$ cat config.mk
export PLATFORM = sky130hd
export DESIGN_NAME = cdb_flat
export DESIGN_NICKNAME = d
export VERILOG_FILES = /design/src/rtl/cdb_pkg.sv /design/src/rtl/cdb_if.sv /design/src/rtl/cdb_rr_select.sv /design/src/rtl/cdb.sv /design/src/flat_wrapper.sv
export SDC_FILE = /design/constraint.sdc
export NUM_CORES = 1
export LEC_CHECK = 0
export CAP_MARGIN = 0
export CELL_PAD_IN_SITES_DETAIL_PLACEMENT = 0
export CELL_PAD_IN_SITES_GLOBAL_PLACEMENT = 2
export CORE_MARGIN = 2
export CORE_UTILIZATION = 30
export CTS_CLUSTER_SIZE = 20
export DETAILED_ROUTE_END_ITERATION = 10
export GPL_TIMING_DRIVEN = 0
export PLACE_DENSITY_LB_ADDON = 0.08
export SYNTH_ARGS = -nofsm -noshare
export SYNTH_HDL_FRONTEND = slang
export SYNTH_HIERARCHICAL = 1
export SYNTH_SLANG_ARGS = --single-unit
$ cat constraint.sdc
create_clock -name clock -period 42.2 [get_ports clock]
set_input_delay 12.66 -clock clock [delete_from_list [all_inputs] [get_ports clock]]
set_output_delay 12.66 -clock clock [all_outputs]
set_load 0.01 [all_outputs]
$ cat src/rtl/cdb_pkg.sv
// Shared types and defaults for the common data bus: result/write-port formats and widths.
package cdb_pkg;

    localparam int unsigned PRN_W          = 6;
    localparam int unsigned DATA_W         = 32;
    localparam int unsigned CDB_N          = 2;
    localparam int unsigned NUM_FU_DEFAULT = 4;

    typedef logic [PRN_W-1:0]  prn_t;
    typedef logic [DATA_W-1:0] data_t;

    typedef struct packed {
        prn_t  prn;
        data_t value;
    } fu_result_t;

    typedef struct packed {
        prn_t  prn;
        data_t value;
    } prf_write_t;

    function automatic int unsigned ptr_width(int unsigned n);
        return (n > 1) ? $clog2(n) : 1;
    endfunction

endpackage

$ cat src/rtl/cdb_if.sv
// FU-to-CDB handshake and CDB write-back bus; master drives results, slave is the CDB.
interface cdb_if import cdb_pkg::*; #(
    parameter int unsigned NUM_FU = NUM_FU_DEFAULT,
    parameter int unsigned WIDTH  = CDB_N
) ();

    logic       [NUM_FU-1:0]            fu_valid;
    fu_result_t [NUM_FU-1:0]            fu_result;
    logic       [NUM_FU-1:0]            fu_ready;
    logic                               squash;
    prf_write_t [WIDTH-1:0]             prf_write;
    prn_t       [WIDTH-1:0]             cdb_tag;
    logic       [$clog2(NUM_FU+1)-1:0]  occupancy;

    modport master (
        output fu_valid, fu_result, squash,
        input  fu_ready, prf_write, cdb_tag, occupancy
    );

    modport slave (
        input  fu_valid, fu_result, squash,
        output fu_ready, prf_write, cdb_tag, occupancy
    );

endinterface

$ cat src/rtl/cdb_rr_select.sv
// Round-robin multi-grant selector: grants up to WIDTH requesters starting at ptr, one-hot per slot.
module rr_select #(
    parameter int unsigned N     = 4,
    parameter int unsigned WIDTH = 2,
    parameter int unsigned PTR_W = (N > 1) ? $clog2(N) : 1
) (
    input  logic [N-1:0]            req,
    input  logic [PTR_W-1:0]        ptr,
    output logic [WIDTH-1:0][N-1:0] grant
);

    always_comb begin
        int unsigned taken;
        grant = '0;
        taken = 0;
        // Visit positions ptr, ptr+1, ... (mod N); the k-th hit lands in slot k.
        for (int unsigned k = 0; k < N; k++) begin
            for (int unsigned i = 0; i < N; i++) begin
                if (i == (32'(ptr) + k) % N && req[i]) begin
                    for (int unsigned s = 0; s < WIDTH; s++) begin
                        if (s == taken) grant[s][i] = 1'b1;
                    end
                    taken++;
                end
            end
        end
    end

endmodule

$ cat src/rtl/cdb.sv
// Common data bus: one holding entry per FU, up to WIDTH round-robin write-backs per cycle.
module cdb import cdb_pkg::*; #(
    parameter int unsigned NUM_FU = NUM_FU_DEFAULT,
    parameter int unsigned WIDTH  = CDB_N
) (
    input  logic  clock,
    input  logic  reset,
    cdb_if.slave  bus
);

    localparam int unsigned PTR_W = ptr_width(NUM_FU);
    localparam int unsigned OCC_W = $clog2(NUM_FU + 1);

    logic       [NUM_FU-1:0]            valid_q, valid_d;
    fu_result_t [NUM_FU-1:0]            entry_q, entry_d;
    logic       [PTR_W-1:0]             rr_ptr_q, rr_ptr_d;

    logic       [NUM_FU-1:0]            req;
    logic       [WIDTH-1:0][NUM_FU-1:0] grant;
    logic       [NUM_FU-1:0]            granted;
    logic       [NUM_FU-1:0]            ready;
    logic                               any_grant;
    logic       [PTR_W-1:0]             last_idx;
    prf_write_t [WIDTH-1:0]             wr;
    logic       [OCC_W-1:0]             occ;

    // A squash suppresses every grant, which zeroes the outputs and freezes rr_ptr.
    assign req = bus.squash ? '0 : valid_q;

    rr_select #(
        .N     (NUM_FU),
        .WIDTH (WIDTH),
        .PTR_W (PTR_W)
    ) u_rr_select (
        .req   (req),
        .ptr   (rr_ptr_q),
        .grant (grant)
    );

    always_comb begin
        granted   = '0;
        any_grant = 1'b0;
        last_idx  = rr_ptr_q;
        wr        = '0;
        for (int unsigned k = 0; k < WIDTH; k++) begin
            for (int unsigned i = 0; i < NUM_FU; i++) begin
                if (grant[k][i]) begin
                    granted[i] = 1'b1;
                    any_grant  = 1'b1;
                    last_idx   = PTR_W'(i);
                    wr[k]      = entry_q[i];
                end
            end
        end
    end

    assign ready = {NUM_FU{bus.squash}} | ~valid_q | granted;

    always_comb begin
        occ = '0;
        for (int unsigned i = 0; i < NUM_FU; i++) begin
            occ = occ + OCC_W'(valid_q[i]);
        end
    end

    assign bus.fu_ready  = ready;
    assign bus.prf_write = wr;
    assign bus.occupancy = occ;

    always_comb begin
        for (int unsigned k = 0; k < WIDTH; k++) begin
            bus.cdb_tag[k] = wr[k].prn;
        end
    end

    always_comb begin
        valid_d  = valid_q;
        entry_d  = entry_q;
        rr_ptr_d = rr_ptr_q;
        if (bus.squash) begin
            valid_d = '0;
        end else begin
            if (any_grant) begin
                rr_ptr_d = (last_idx == PTR_W'(NUM_FU - 1)) ? '0 : last_idx + PTR_W'(1);
            end
            for (int unsigned i = 0; i < NUM_FU; i++) begin
                if (granted[i]) valid_d[i] = 1'b0;
                // prn 0 carries nothing to write back, so it is accepted and dropped.
                if (bus.fu_valid[i] && ready[i] && bus.fu_result[i].prn != '0) begin
                    valid_d[i] = 1'b1;
                    entry_d[i] = bus.fu_result[i];
                end
            end
        end
    end

    always_ff @(posedge clock) begin
        if (reset) begin
            valid_q  <= '0;
            entry_q  <= '0;
            rr_ptr_q <= '0;
        end else begin
            valid_q  <= valid_d;
            entry_q  <= entry_d;
            rr_ptr_q <= rr_ptr_d;
        end
    end

endmodule
$ cat src/flat_wrapper.sv
// flat-port wrapper written by rule: the top's interface ports become plain ports
module cdb_flat import cdb_pkg::*;
#(
    parameter int unsigned NUM_FU = NUM_FU_DEFAULT,
    parameter int unsigned WIDTH  = CDB_N
)
  (clock, reset, bus_fu_valid, bus_fu_result, bus_squash, bus_fu_ready, bus_prf_write, bus_cdb_tag, bus_occupancy);
  cdb_if #(.NUM_FU(NUM_FU), .WIDTH(WIDTH)) bus_i ();
  input  logic clock;
  input  logic reset;
  input wire logic [$bits(bus_i.fu_valid)-1:0] bus_fu_valid;
  input wire logic [$bits(bus_i.fu_result)-1:0] bus_fu_result;
  input wire logic [$bits(bus_i.squash)-1:0] bus_squash;
  output wire logic [$bits(bus_i.fu_ready)-1:0] bus_fu_ready;
  output wire logic [$bits(bus_i.prf_write)-1:0] bus_prf_write;
  output wire logic [$bits(bus_i.cdb_tag)-1:0] bus_cdb_tag;
  output wire logic [$bits(bus_i.occupancy)-1:0] bus_occupancy;
  assign bus_i.fu_valid = bus_fu_valid;
  assign bus_i.fu_result = bus_fu_result;
  assign bus_i.squash = bus_squash;
  assign bus_fu_ready = bus_i.fu_ready;
  assign bus_prf_write = bus_i.prf_write;
  assign bus_cdb_tag = bus_i.cdb_tag;
  assign bus_occupancy = bus_i.occupancy;
  cdb #(.NUM_FU(NUM_FU), .WIDTH(WIDTH)) u_core (.clock(clock), .reset(reset), .bus(bus_i));
endmodule
==> run metrics, run 1 <==
outcome completed; Tcrit/Tclk final 0.9273; Max VDD drop 0.02880 mV; placer's final routability congestion estimate 0.8415; post-synthesis xor/xnor area fraction 0.02535; DR DRC count 0; RSZ-0062 raised after global routing false; Pwr Density 29.37 mW/mm²; Cells on Worst Hold Path 2; area growth from synthesis to layout 35.16%; Critical Path RT 29.54 ns; register area share after synthesis 0.2980; max-cap violations 0; syn nets 1,724; Die ar. 0.03690 mm²; clk_lat worst skew 0.44 ns; slew margin rel. 0.4138; fillers 3,811; CP Launch Point bus_squash; Post CTS Setup Buffer Count 0; share of cells above drive strength 1 0.09302; Synth async-reset ratio 0; Synth Instances 1,523; CTS resizes 0; htree depth 4; clock transition at the registers of the reported paths 0.06 ns; Syn Std Cell Area 0.01061 mm²; largest stage delay on the critical path 0.57 ns; largest family of logic cells by synthesized area simple AND/OR/NAND/NOR gates; routed wire length 46,480 µm; Post-synth EDFFs 0; Slew @ Worst Pin 0.8793 ns; HP Class flop to flop; Avg WL per Cell 20.55 µm; synthesized area per cell 6.968 µm²; most common library cell in the layout ignoring fill and taps nand2_1; first-pass GRT wire length 68,810 µm; worst reg2reg path startpoint u_core/valid_q[0]$_SDFFE_PP0P_; Ys Warns 6; Initial Utilization 0.3057; CTS tree done; largest net degree at the start of global routing 17; Compound-Gate Fraction of Synth Area 0.2473; DIE WIDTH 192.1 µm; crit path launch type input pin; total leakage power 4.932 nW; Top Ports 254; Root Buffer clkbuf_16; Synth cell types 75; Clock Path Buffers 2; Port Buffers 252; setup_tns 0 ns; DRT antenna net count 0; Post-Place Setup Slack 3.080 ns; Post-Route Skew 0.01181 ns; CTS Hold Buffers Added 0; CTS buffer count 17; Setup-failing EPs final 0; Core Area 0.03471 mm²; fin. max-slew vios 0; setup ws final 3.067 ns; via count 11,631; WP data arrival 26.47 ns; Fin. Hold Viols 0; prevailing post-synth register cell dfxtp_1; Vias/cell 5.142; FMAX 25.55 MHz; cell mode on critical path ha_1; NumNets Final 1,995; Seq cells post-synth 158; row count 68; Final HPWL DP 34,460 µm; critical path's slowest cell clkbuf_1; Setup crit end bus_prf_write[37]; 1st-iter DRT viols 872; post-synthesis mux area share 0.004834; CP Class input pin to output pin; clock tree sinks 158; DR pass1 iterations 5; R2R depth 57; global route total overflow 0; setup slack, reg-to-reg 29.43 ns; Die Y 192.1 µm; vias in the first global route 11,388; crit path capture type output pin; initial antenna violation count 1; Simple-Gate Fraction of Synth Area 0.2857; Overall Global Routing Usage 0.2503; most frequent cells in the layout nand2_1, a21oi_1, clkdlybuf4s50_1; CP Max Fanout 10; Final min period 39.13 ns; r2r endpoint u_core/entry_q[85]$_SDFFE_PP0P_; adder-cell area share of the yosys netlist 0.05022
cells by family (layout without fill, tap and decap cells):
group | after synthesis | count (layout)
compound gates | 465 | 465
xor+xnor | 23 | 23
fa+ha+maj | 42 | 42
buf+inv | 178 | 461
flops | 158 | 158
mux | 5 | 5
other cells | 0 | 1
simple gates | 652 | 652
area by class of cell:
type | instances | area [µm²] | area share
diodes | 1 | 2.502 | 0.0001745
plain buffers | 142 | 802.0 | 0.05591
clock buffers | 19 | 452.9 | 0.03158
clock inverters | 12 | 183.9 | 0.01282
inverters | 36 | 137.6 | 0.009595
multi-input cells | 1187 | 6510 | 0.4539
flip-flops and latches | 158 | 3163 | 0.2205
well taps | 455 | 569.3 | 0.03969
repair buffers | 252 | 2522 | 0.1759
flip-flops by register name, summed over array words and instances, names as in the netlist:
register / flops
u_core/entry_q: 152
u_core/valid_q: 4
u_core/rr_ptr_q: 2
through the flow:
| stage | instances | power [mW] | hold WS [ns] | util | area [µm²] |
|---|---|---|---|---|---|
| 3_5_place_dp | 2230 | 0.2528 | 0.4614 | 0.3948 | 13700 |
| 6_report | 2262 | 0.4213 | 0.4717 | 0.4132 | 14340 |
| 2_1_floorplan | 1523 | 0.2114 | 0.4494 | - | 10610 |
| 3_3_place_gp | 2230 | 0.2526 | 0.4551 | 0.3948 | 13700 |
| 5_1_grt | 2262 | 0.4381 | 0.4920 | 0.4132 | 14340 |
| 4_1_cts | 2261 | 0.4245 | 0.4714 | 0.4131 | 14340 |
cell usage after synthesis, drive strengths merged (2+ instances only):
library cell	instances	area (µm²)
o32ai	4	42.55
a31oi	2	12.51
and2	4	25.02
or2	8	50.05
o2111a	4	45.04
or3b	4	35.04
dfxtp	158	3163
nor4	2	27.53
nor2b	4	25.02
xor2	7	76.32
a21oi	325	1709
inv	36	137.6
a211oi	2	27.53
nand2b	3	26.27
or4	4	45.04
clkbuf	80	300.3
nand3b	83	639.4
nand3	11	55.05
o21bai	2	18.77
a21o	2	15.01
nand2	492	1907
xnor2	16	192.7
nand4	7	43.79
o21ai	96	488.0
o21a	4	30.03
o2111ai	5	68.82
and2b	2	15.01
mux2i	4	40.04
and3	6	37.54
o31ai	3	22.52
buf	62	501.7
nor2	18	67.56
o211ai	4	30.03
a22oi	2	15.01
ha	41	513.0
power breakdown:
group | internal (mW) | switching [mW] | total (mW)
registers | 0.156 | 0.00624 | 0.163
clock network | 0.102 | 0.0686 | 0.171
logic | 0.0374 | 0.0501 | 0.0875
total | 0.296 | 0.125 | 0.421
worst min-delay path by stage:
| stage | start | end | slack [ns] |
|---|---|---|---|
| after floorplan | u_core/entry_q[0]$_SDFFE_PP0P_ | u_core/entry_q[0]$_SDFFE_PP0P_ | 0.45 |
| after global placement | u_core/entry_q[90]$_SDFFE_PP0P_ | u_core/entry_q[90]$_SDFFE_PP0P_ | 0.46 |
| after detailed placement | u_core/entry_q[95]$_SDFFE_PP0P_ | u_core/entry_q[95]$_SDFFE_PP0P_ | 0.46 |
| after CTS | u_core/entry_q[95]$_SDFFE_PP0P_ | u_core/entry_q[95]$_SDFFE_PP0P_ | 0.47 |
| after global routing | u_core/entry_q[25]$_SDFFE_PP0P_ | u_core/entry_q[25]$_SDFFE_PP0P_ | 0.49 |
| final | u_core/entry_q[89]$_SDFFE_PP0P_ | u_core/entry_q[89]$_SDFFE_PP0P_ | 0.47 |
layer usage:
metal | vias up | track usage | routed length, µm
li1 | 5651 | - | -
met1 | 5509 | 0.3486 | 21820
met2 | 414 | 0.3896 | 20440
met3 | 57 | 0.04385 | 2961
met4 | 0 | 0.08221 | 1266
met5 | - | 0 | 0
critical path, delay by kind of cell:
kind	cells	cell delay, ns
AO/OA/AOI/OAI	19	4.18
XOR/XNOR	2	0.38
adder cells (fa/ha/maj)	12	3.33
buffers and inverters	14	4.40
AND/OR/NAND/NOR	11	1.48
Note: power is estimated with default switching activity, not from simulation.
==> inputs of run 2 (changes only) <==
Settings changed: CORE_MARGIN 2 to 10.
==> run 2 against run 1 <==
Effect of this change:
- sequential power about the same
- combinational power about the same
- wire length increased by 4.6%
- clock skew decreased by 0.0045 ns
- setup slack got worse by 0.025 ns
- critical path type unchanged
- global-route usage decreased by 3.5 points
==> run metrics, run 2 (synthesized netlist as in run 1, its figures left out) <==
Critical Path RT 29.54 ns (about the same); area growth from synthesis to layout 34.86%; outcome completed; share of cells above drive strength 1 0.09302 (unchanged); Top Ports 254 (unchanged); CTS Hold Buffers Added 0 (unchanged); max-cap violations 0 (unchanged); internal power 0.2887 mW (-2.6%); Port Buffers 252 (unchanged); most frequent cells in the layout nand2_1, a21oi_1, clkdlybuf4s50_1; Final HPWL DP 36,820 µm (+6.8%); critical path's slowest cell buf_1; initial antenna violation count 3 (+2); WP data arrival 26.50 ns (+0.03 ns); Root Buffer clkbuf_16; Logic pwr share 0.211 (+0.003); vias in the first global route 11,536 (+1.3%); largest registers u_core/entry_q x152, u_core/valid_q x4, u_core/rr_ptr_q x2; HP Class flop to flop; slew margin rel. 0.3542 (-0.05961); CTS resizes 0 (unchanged); clk_lat worst skew 0.43 ns (about the same); Tcrit/Tclk final 0.9279 (about the same); Die Y 208.1 µm (+8.3%); register share of total power 0.394 (+0.008); fin. max-slew vios 0 (unchanged); cell mode on critical path ha_1; largest reg by FF count u_core/entry_q; switch share 0.3004 (+0.003622); Clock Power Share 0.394 (-0.012); CP Max Fanout 10 (unchanged); Max VDD drop 0.03095 mV (+7.5%); setup ws final 3.042 ns (-0.02470 ns); routed wire length 48,600 µm (+4.6%); Setup-failing EPs final 0 (unchanged); global route total overflow 0 (unchanged); Initial Utilization 0.3057 (unchanged); largest net degree at the start of global routing 17 (unchanged); first-pass GRT wire length 72,730 µm (+5.7%); Fin. Hold Viols 0 (unchanged); Overall Global Routing Usage 0.2154 (-0.03481); 1st-iter DRT viols 902 (+3.4%); Post-Route Skew 0.007282 ns (-0.004527 ns); crit path launch type input pin; CP Class input pin to output pin; Placed Area 0.01370 mm² (unchanged); fin area 0.01431 mm² (-0.22%); placer's final routability congestion estimate 0.8512 (+1.2%); NumNets Final 1,995 (unchanged); DR DRC count 0 (unchanged); clock transition at the registers of the reported paths 0.06 ns (about the same); Clock Path Buffers 2 (unchanged); sw power 0.1240 mW (-0.86%); max reg flops 152 (unchanged); Die ar. 0.04330 mm² (+17%); DIE WIDTH 208.1 µm (+8.3%); Post-Place Setup Slack 3.095 ns (+0.01570 ns); Pwr Density 28.83 mW/mm² (-1.8%); FMAX 25.54 MHz (about the same); htree depth 4 (unchanged); DRT antenna net count 0 (unchanged); CTS buffer count 17 (unchanged); DR pass1 iterations 5 (unchanged); setup_tns 0 ns (unchanged); clock tree sinks 158 (unchanged); most common library cell in the layout ignoring fill and taps nand2_1; crit path capture type output pin; CTS tree done; row count 68 (unchanged); Vias/cell 5.107 (-0.68%); Slew @ Worst Pin 0.9687 ns (+0.08942 ns); Final min period 39.16 ns (+0.02470 ns); Post CTS Setup Buffer Count 0 (unchanged); total leakage power 4.931 nW (about the same); RSZ-0062 raised after global routing false; largest stage delay on the critical path 0.63 ns (+0.06 ns); Avg WL per Cell 21.49 µm (+4.6%); via count 11,552 (-0.68%); Core Area 0.03471 mm² (unchanged)
-- run 2: through the flow --
step | std cells | total power, mW | util | hold slack (ns)
3_5_place_dp | 2230 | 0.2529 | 0.3948 | 0.4602
4_1_cts | 2261 | 0.4160 | 0.4122 | 0.4688
3_3_place_gp | 2230 | 0.2525 | 0.3948 | 0.4561
5_1_grt | 2262 | 0.4303 | 0.4123 | 0.4840
6_report | 2262 | 0.4126 | 0.4123 | 0.4706
2_1_floorplan | 1523 | 0.2114 | - | 0.4494
-- run 2: layout make-up --
type	instances	area, µm²
well taps	455	569.3
clock buffers	18	439.2
flip-flops and latches	158	3163
fillers	3725	20400
plain buffers	142	802.0
multi-input cells	1187	6510
repair buffers	252	2522
clock inverters	13	166.4
inverters	36	137.6
diodes	1	2.502
-- run 2: power groups by stage --
stage | Combinational, mW | Sequential [mW] | Clock (mW)
floorplan | 0.0474 | 0.164 | 0
global placement | 0.0869 | 0.166 | 0
detailed placement | 0.0870 | 0.166 | 0
CTS | 0.0875 | 0.162 | 0.166
global route | 0.0955 | 0.164 | 0.171
finish | 0.0873 | 0.163 | 0.163
-- run 2: path summary, 6_finish.rpt --
path / startpoint / end / slack (ns) / cells after the start
worst max-delay path: bus_squash / bus_prf_write[75] / 3.04 / 58
worst min-delay path: u_core/entry_q[89]$_SDFFE_PP0P_ / u_core/entry_q[89]$_SDFFE_PP0P_ / 0.47 / 2
worst max register to register: u_core/valid_q[0]$_SDFFE_PP0P_ / u_core/entry_q[90]$_SDFFE_PP0P_ / 29.58 / 57
worst min register to register: u_core/entry_q[89]$_SDFFE_PP0P_ / u_core/entry_q[89]$_SDFFE_PP0P_ / 0.47 / 2
-- run 2: metal layers --
metal	global-route usage	vias to the layer above	share of wire
met5	0	-	0.00043
met4	0.03587	4	0.0076
met3	0.04823	21	0.071
met2	0.3470	404	0.46
met1	0.2908	5469	0.46
li1	-	5654	-
-- run 2: worst max-delay path, delay by kind of cell --
family / cells / cell delay (ns)
and+or+nand+nor: 11 / 1.47
buffers and inverters: 14 / 4.42
AOI/OAI and AO/OA: 19 / 4.21
adders and majority gates: 12 / 3.32
xor gates and xnor gates: 2 / 0.40
